File: config.mk
export PLATFORM = sky130hd
export DESIGN_NAME = regfile_seq_ctrl
export DESIGN_NICKNAME = d
export VERILOG_FILES = /design/src/rtl/regfile_ctrl_pkg.sv /design/src/rtl/regfile_seq_ctrl_instr_fields.sv /design/src/rtl/regfile_seq_ctrl.sv
export SDC_FILE = /design/constraint.sdc
export NUM_CORES = 1
export LEC_CHECK = 0
export BUFFER_PORTS_ARGS = -buffer_cell sky130_fd_sc_hd__buf_2
export CORE_MARGIN = 1
export CORE_UTILIZATION = 49
export CTS_CLUSTER_DIAMETER = 50
export DETAILED_ROUTE_END_ITERATION = 12
export PLACE_DENSITY = 0.83
export SETUP_SLACK_MARGIN = 0.4
export SYNTH_ARGS = -nofsm -noshare
export SYNTH_HDL_FRONTEND = slang
export SYNTH_SLANG_ARGS = --single-unit
File: constraint.sdc
create_clock -name clk -period 1.95 [get_ports clk]
set_input_delay 0 -clock clk [delete_from_list [all_inputs] [get_ports clk]]
set_output_delay 0 -clock clk [all_outputs]
set_load 0.05 [all_outputs]
File: src/rtl/regfile_ctrl_pkg.sv
// Shared types and encodings for the register-file instruction sequencer.
// Latency: n/a (declarations only).
// Backpressure: n/a (declarations only).
package regfile_ctrl_pkg;

  typedef enum logic [2:0] {
    S_WAIT,
    S_DECODE,
    S_GET_A,
    S_GET_B,
    S_EXEC,
    S_WR_REG,
    S_WR_IMM
  } state_e;

  // Opcode classes (IR[15:13])
  localparam logic [2:0] OPC_MOV = 3'b110;
  localparam logic [2:0] OPC_ALU = 3'b101;

  // Sub-op encodings (IR[12:11])
  localparam logic [1:0] OP_IMM    = 2'b10;  // under OPC_MOV
  localparam logic [1:0] OP_MOVREG = 2'b00;  // under OPC_MOV
  localparam logic [1:0] OP_CMP    = 2'b01;  // under OPC_ALU
  localparam logic [1:0] OP_MVN    = 2'b11;  // under OPC_ALU

  // Writeback source select
  localparam logic VSEL_C   = 1'b0;
  localparam logic VSEL_IMM = 1'b1;

endpackage

File: src/rtl/regfile_seq_ctrl_instr_fields.sv
// Splits the instruction register into its fields and sign-extends imm8.
// Latency: purely combinational, zero cycles.
// Backpressure: none; outputs follow the IR continuously.
// Ports: ir (16b instruction) -> opcode, op, rn, rd, sh, rm, sximm8 (DATA_W).
module instr_fields #(
  parameter int DATA_W = 16
) (
  input  logic [15:0]       ir,
  output logic [2:0]        opcode,
  output logic [1:0]        op,
  output logic [2:0]        rn,
  output logic [2:0]        rd,
  output logic [1:0]        sh,
  output logic [2:0]        rm,
  output logic [DATA_W-1:0] sximm8
);

  assign opcode = ir[15:13];
  assign op     = ir[12:11];
  assign rn     = ir[10:8];
  assign rd     = ir[7:5];
  assign sh     = ir[4:3];
  assign rm     = ir[2:0];
  assign sximm8 = {{(DATA_W-8){ir[7]}}, ir[7:0]};

endmodule

File: src/rtl/regfile_seq_ctrl.sv
// Moore sequencer: captures an instruction on s and steps the regfile/datapath controls.
// Latency: 2 busy cycles (MOV imm), 4 (CMP, MOV reg, MVN), 5 (ADD, AND) before w returns.
// Backpressure: w=1 only in WAIT; s outside WAIT is dropped, never queued.
// Ports: clk, rst_n, s, in_instr in; w, err, readnum, writenum, write, vsel,
//        loada/b/c/s, asel, bsel, shift, aluop, sximm8 out (all decoded from state + IR).
module regfile_seq_ctrl
  import regfile_ctrl_pkg::*;
#(
  parameter int DATA_W = 16
) (
  input  logic              clk,
  input  logic              rst_n,
  input  logic              s,
  input  logic [15:0]       in_instr,
  output logic              w,
  output logic              err,
  output logic [2:0]        readnum,
  output logic [2:0]        writenum,
  output logic              write,
  output logic              vsel,
  output logic              loada,
  output logic              loadb,
  output logic              loadc,
  output logic              loads,
  output logic              asel,
  output logic              bsel,
  output logic [1:0]        shift,
  output logic [1:0]        aluop,
  output logic [DATA_W-1:0] sximm8
);

  state_e      state_q, state_d;
  logic [15:0] ir_q, ir_d;

  logic [2:0] opcode, rn, rd, rm;
  logic [1:0] op, sh;

  instr_fields #(.DATA_W(DATA_W)) u_fields (
    .ir     (ir_q),
    .opcode (opcode),
    .op     (op),
    .rn     (rn),
    .rd     (rd),
    .sh     (sh),
    .rm     (rm),
    .sximm8 (sximm8)
  );

  logic is_mov_imm, is_mov_reg, is_alu, is_cmp, is_mvn, legal;

  assign is_mov_imm = (opcode == OPC_MOV) && (op == OP_IMM);
  assign is_mov_reg = (opcode == OPC_MOV) && (op == OP_MOVREG);
  assign is_alu     = (opcode == OPC_ALU);
  assign is_cmp     = is_alu && (op == OP_CMP);
  assign is_mvn     = is_alu && (op == OP_MVN);
  assign legal      = is_mov_imm || is_mov_reg || is_alu;

  // Next-state and IR capture; IR only loads on acceptance so in_instr
  // may change freely while a sequence is in flight.
  always_comb begin
    state_d = state_q;
    ir_d    = ir_q;
    case (state_q)
      S_WAIT: begin
        if (s) begin
          ir_d    = in_instr;
          state_d = S_DECODE;
        end
      end
      S_DECODE: begin
        if (is_mov_imm)               state_d = S_WR_IMM;
        else if (is_mov_reg || is_mvn) state_d = S_GET_B;  // single-operand: skip A
        else if (is_alu)              state_d = S_GET_A;
        else                          state_d = S_WAIT;    // illegal: err pulses this cycle
      end
      S_GET_A:  state_d = S_GET_B;
      S_GET_B:  state_d = S_EXEC;
      S_EXEC:   state_d = is_cmp ? S_WAIT : S_WR_REG;      // CMP only updates status
      S_WR_REG: state_d = S_WAIT;
      S_WR_IMM: state_d = S_WAIT;
      default:  state_d = S_WAIT;
    endcase
  end

  always_ff @(posedge clk or negedge rst_n) begin
    if (!rst_n) begin
      state_q <= S_WAIT;
      ir_q    <= '0;
    end else begin
      state_q <= state_d;
      ir_q    <= ir_d;
    end
  end

  // Outputs depend on state_q (and IR) only, so an async reset drops
  // write immediately and no partial writeback can occur.
  always_comb begin
    w        = 1'b0;
    err      = 1'b0;
    readnum  = 3'd0;
    writenum = 3'd0;
    write    = 1'b0;
    vsel     = VSEL_C;
    loada    = 1'b0;
    loadb    = 1'b0;
    loadc    = 1'b0;
    loads    = 1'b0;
    asel     = 1'b0;
    bsel     = 1'b0;
    shift    = 2'b00;
    aluop    = 2'b00;
    case (state_q)
      S_WAIT:   w = 1'b1;
      S_DECODE: err = !legal;
      S_GET_A: begin
        readnum = rn;
        loada   = 1'b1;
      end
      S_GET_B: begin
        readnum = rm;
        loadb   = 1'b1;
      end
      S_EXEC: begin
        shift = sh;
        // MOV reg is computed as 0 + shifted B
        aluop = is_mov_reg ? 2'b00 : op;
        asel  = is_mov_reg || is_mvn;
        if (is_cmp) loads = 1'b1;
        else        loadc = 1'b1;
      end
      S_WR_REG: begin
        writenum = rd;
        vsel     = VSEL_C;
        write    = 1'b1;
      end
      S_WR_IMM: begin
        writenum = rn;
        vsel     = VSEL_IMM;
        write    = 1'b1;
      end
      default: ;
    endcase
  end

endmodule

# After elaboration in Yosys (flattened, before gate mapping)
# Index checks and enable logic that the tools add are counted.
classes:
  eq_ne: 12
  mux: 22
  n_reduce_logical: 12
op_table:
  columns: ["operator", "count"]
  rows:
  - ["== test 3 bit (second input constant)", 5]
  - ["one-hot mux 3 bit (5 select lines)", 1]
  - ["one-hot mux 3 bit (2 select lines)", 2]
  - ["2-to-1 mux 1 bit", 11]
  - ["2-to-1 mux 2 bit", 5]
  - ["2-to-1 mux 3 bit", 3]
  - ["== test 3 x 2 -> 1 bit (second input constant)", 2]
  - ["== test 2 bit (second input constant)", 2]
  - ["logical AND 1 bit", 4]
  - ["== test 3 x 1 -> 1 bit (second input constant)", 1]
  - ["zero test 3 bit", 1]
  - ["logical OR 1 bit", 3]
  - ["== test 2 x 1 -> 1 bit (second input constant)", 1]
  - ["zero test 2 bit", 1]
  - ["inequality test 2 bit (second input constant)", 1]
  - ["AND reduction 2 bit", 1]
  - ["OR reduction 2 bit", 1]
  - ["zero test 1 bit", 1]
word_totals:
  reg_bits: 19
  out_inout_bits: 36
  wordCells: 48

# Logic depth before layout (Yosys ltp)
depth:
  depth_word: 6
  mapped_depth: 5
  mapped_depth_nobuf: 3

# Cells and area by module
# Synthesis repeated with hierarchy kept, for this count alone.
hier_totals:
  cells_unflattened: 124
  area_unflattened_um2: 1306.3
by_module_without_submodules:
  columns: ["module", "n_inst", "cells_per_inst", "area_each_um2"]
  rows:
  - ["regfile_seq_ctrl", 1, 92, 1066.0]
  - ["instr_fields", 1, 32, 240.2]

# Worst setup path before layout
# Ideal clock, no wire load.
synth_path:
  path_kind: "reg-to-reg"
  startpoint: "reg state_q[1]"
  endpoint: "reg ir_q[10]"
  setup_ns: 0.125
  arrival_time_ns: 1.884
  required_time_ns: 1.825
  path_slack_ns: -0.059
  path_stages_with_launch: 6
  path_cell_list: "dfrtp_1 nor3_2 and2_4 buf_6 buf_12 mux2_4"
synth_via:
  elab_chain_cells: 2
synth_rtl:
  columns: ["element", "line_no", "rtl"]
  rows:
  - ["from (decl)", "regfile_seq_ctrl.sv:32", "state_e state_q, state_d;"]
  - ["from (signal assigned)", "regfile_seq_ctrl.sv:90", "state_q <= state_d;"]
  - ["zero test 3 bit", "regfile_seq_ctrl.sv:63", "case (state_q)"]
  - ["AND reduction 2 bit (no line)", null, null]
  - ["to (signal assigned)", "regfile_seq_ctrl.sv:91", "ir_q <= ir_d;"]
  - ["to (decl)", "regfile_seq_ctrl.sv:33", "logic [15:0] ir_q, ir_d;"]
# Every way passes these cells.
# A chain may end at the register's enable or synchronous reset.

# Worst setup path after layout
layout_path:
  startpoint: "reg state_q[0]"
  endpoint: "reg ir_q[6]"
# Same word-level chain as after synthesis.

==> results.md <==
* Vias in the first global route at 958
* Min-Delay Startpoint: s
* Total grt overflow at 0
* Synth top area share at 0.401
* First-pass DRT Iterations at 4
* Post-layout net count at 196
* Crit. Startpoint: state_q[0]
* GRT Total Usage at 0.234
* Core Area at 0.00225 mm²
* Multi-input logic area at 601 µm²
* Met3 WL post-DR at 152 µm
* Die height at 51.2 µm
* Final-report hold violation count at 0
* Setup TNS at 0 ns
* CTS tree: built
* Synth unique cells at 29
* DRC violations left at 0
* Initial DRC Count at 12
* Post-DP HPWL at 1.79 mm
* Worst-path clk slew at 0.12 ns
* Post-DRT Antenna Nets at 0
* Worst-Skew Late Latency at 0.31 ns
* Num rows at 17
* Pin count of the biggest net entering global routing at 20
* PortBufs at 53
* Critical Path Sink Type: flip-flop
* Number of max-cap violations at 0
* Die Wd at 51.2 µm
* Yosys reg bits at 19
* WHS Endpoint: state_q[0]
* IO Count at 55
* Final setup vio count at 0
* Die ar. at 0.00262 mm²
* WP data arrival at 1.79 ns
* TritonCTS Sinks at 19
* Routed len/inst at 15.3 µm
* CTS Buf Count at 3
* Mapped Cells at 108
* Final Util at 0.795
* Final wirelength at 3.11 mm
* Met2 routed WL at 1.58 mm
* Final clock skew at 0.00620 ns
* R2R Path End: ir_q[6]
* Leading area contributor after synthesis: dfrtp_1
* Routed vias/inst at 4.95
* Post-Syn Nets at 127
* LEAKAGE at 0.885 nW
* Clock Tree Root: clkbuf_4
* Initial core utilization at 0.526
* Final Wtd Congestion at 0.851
* Initial antenna violation count at 0
* First-pass GRT wire length at 4.47 mm
* R2r setup slk at 0.36 ns
* Fin. max-slew vios at 0
* RSZ-0062 raised after global routing: yes
* Status: finished clean
* Max Root-Sink Buffers at 2
* H-tree depth at 1
* Avg Inst Size Synth at 11.0 µm²
* Hold/Removal Path Class: input pin to flip-flop
* Worst setup SP type: flip-flop
* Placed Instances at 168
* Register Area at 482 µm²
* Synth top area cells: dfrtp_1 (40%), mux2_4 (13%), buf_4 (11%), mux2_2 (5.7%), nor2b_1 (3.2%)
* Final min period at 1.59 ns
* Non-Filler Instances at 204
* Fillers at 146
* Layout overhead on the synthesized area at 51.2%
* Reg2Reg Depth at 5
* Final Cycle Share at 0.816
* Synth Warn # at 0
* Share of layout cells above drive strength 1 at 0.608
* Reg2reg start: state_q[0]
* Synth Cell Area at 0.00119 mm²
* Critical path type: flip-flop to flip-flop
* F_max at 628 MHz
* Crit path max fanout at 6
* Seq/Total Area, Yosys at 0.401
* Highest metal used: met4
* Hold path cells at 3
* Required time worst endpoint at 2.15 ns
* Power Dens Cells at 1770 mW/mm²
* M1 WL at 1.36 mm
* Via count at 1009
* Max VDD drop at 1.21 mV
* Worst hold slack at 0.0159 ns
* Ant diodes at 0
-- worst max path at each step --
stage                     endpoint  slack, ns  cells after the start
final                      ir_q[6]       0.36                      5
after global routing       ir_q[6]       0.33                      5
after CTS                      err       0.36                      4
after detailed placement   ir_q[4]       0.35                      3
after global placement     ir_q[9]       0.39                      3
after floorplan           ir_q[10]       0.14                      5
-- final cells by class --
| type | instances | share of cell area |
|---|---|---|
| sequential | 19 | 0.269 |
| tap | 28 | 0.0195 |
| clock buffer | 3 | 0.0126 |
| inverter | 2 | 0.00419 |
| clock inverter | 1 | 0.00279 |
| timing repair buffer | 86 | 0.357 |
| multi-input combinational | 65 | 0.335 |
-- cells in the mapped netlist (all sizes together) --
cell type,count
dfrtp,19
nor2,8
mux2i,3
nor3b,3
inv,2
nor4b,1
nor3,2
o21a,1
nand2,1
nand2b,4
o311ai,1
nand3b,1
nor2b,6
mux2,16
and4b,1
conb,1
o32ai,1
buf,21
a22oi,3
a31oi,1
and2,6
o21ai,5
clkbuf,1
-- sequential cells by signal (all words and copies together), names as in the netlist --
signal	count
ir_q	16
state_q	3
-- critical path, cell delays in order (launching register included) --
cell and delay, ns:
dfrtp_2 0.48, buf_6 0.14, nor3_4 0.19, and2_4 0.22
clkbuf_16 0.17, mux2_4 0.29
-- cells in the final DEF (no fill, tap or decap), types with 2 or more instances in the layout --
cell type       n
nor3b_2         3
buf_6           6
buf_2          40
o21ai_0         2
mux2_4         16
nand2b_1        4
buf_4          18
clkbuf_4        6
inv_1           2
nor2_1          7
o21ai_1         3
and2_1          5
dfrtp_1        14
a22oi_1         3
dlygate4sd3_1  17
nor2b_2         5
mux2i_1         3
dfrtp_2         5
-- power breakdown --
group / leakage, nW / total (mW) / internal, mW / switching, mW
combinational: 0.647 / 2.12 / 0.830 / 1.29
clock: 0.0177 / 0.207 / 0.0766 / 0.130
sequential: 0.220 / 0.843 / 0.591 / 0.252
total: 0.885 / 3.17 / 1.50 / 1.68
-- per-stage QoR --
step           power [mW]  setup WS [ns]  cell area, µm²
3_5_place_dp         2.64          0.351            1370
6_report             3.17          0.358            1790
2_1_floorplan        2.56          0.143            1240
5_1_grt              3.32          0.328            1790
4_1_cts              2.95          0.363            1640
3_3_place_gp         2.59          0.392            1370
-- logic make-up (layout without fill, tap and decap cells) --
logic type,count (synthesis),after routing,synth area share
compound gates,12,12,0.0665
buf+inv,24,92,0.152
flops,19,19,0.401
mux,19,19,0.209
other cells,1,1,0.00316
simple gates,33,33,0.169
-- timing repair --
item | in CTS | in global routing
setup buffers | 6 | 8
resized for setup | 15 | 24
gates cloned | 0 | 1
setup endpoints to repair | 30 | 33
endpoints found under the hold margin | 35 | 0
pin swaps | 0 | 3
hold buffers | 17 | 0
-- per-layer routing --
layer	GRT usage	vias to the layer above
met5	0	-
met4	0.0556	0
met3	0.0446	2
met2	0.404	38
met1	0.300	480
li1	-	489
Power figures use the tool's default switching activity.
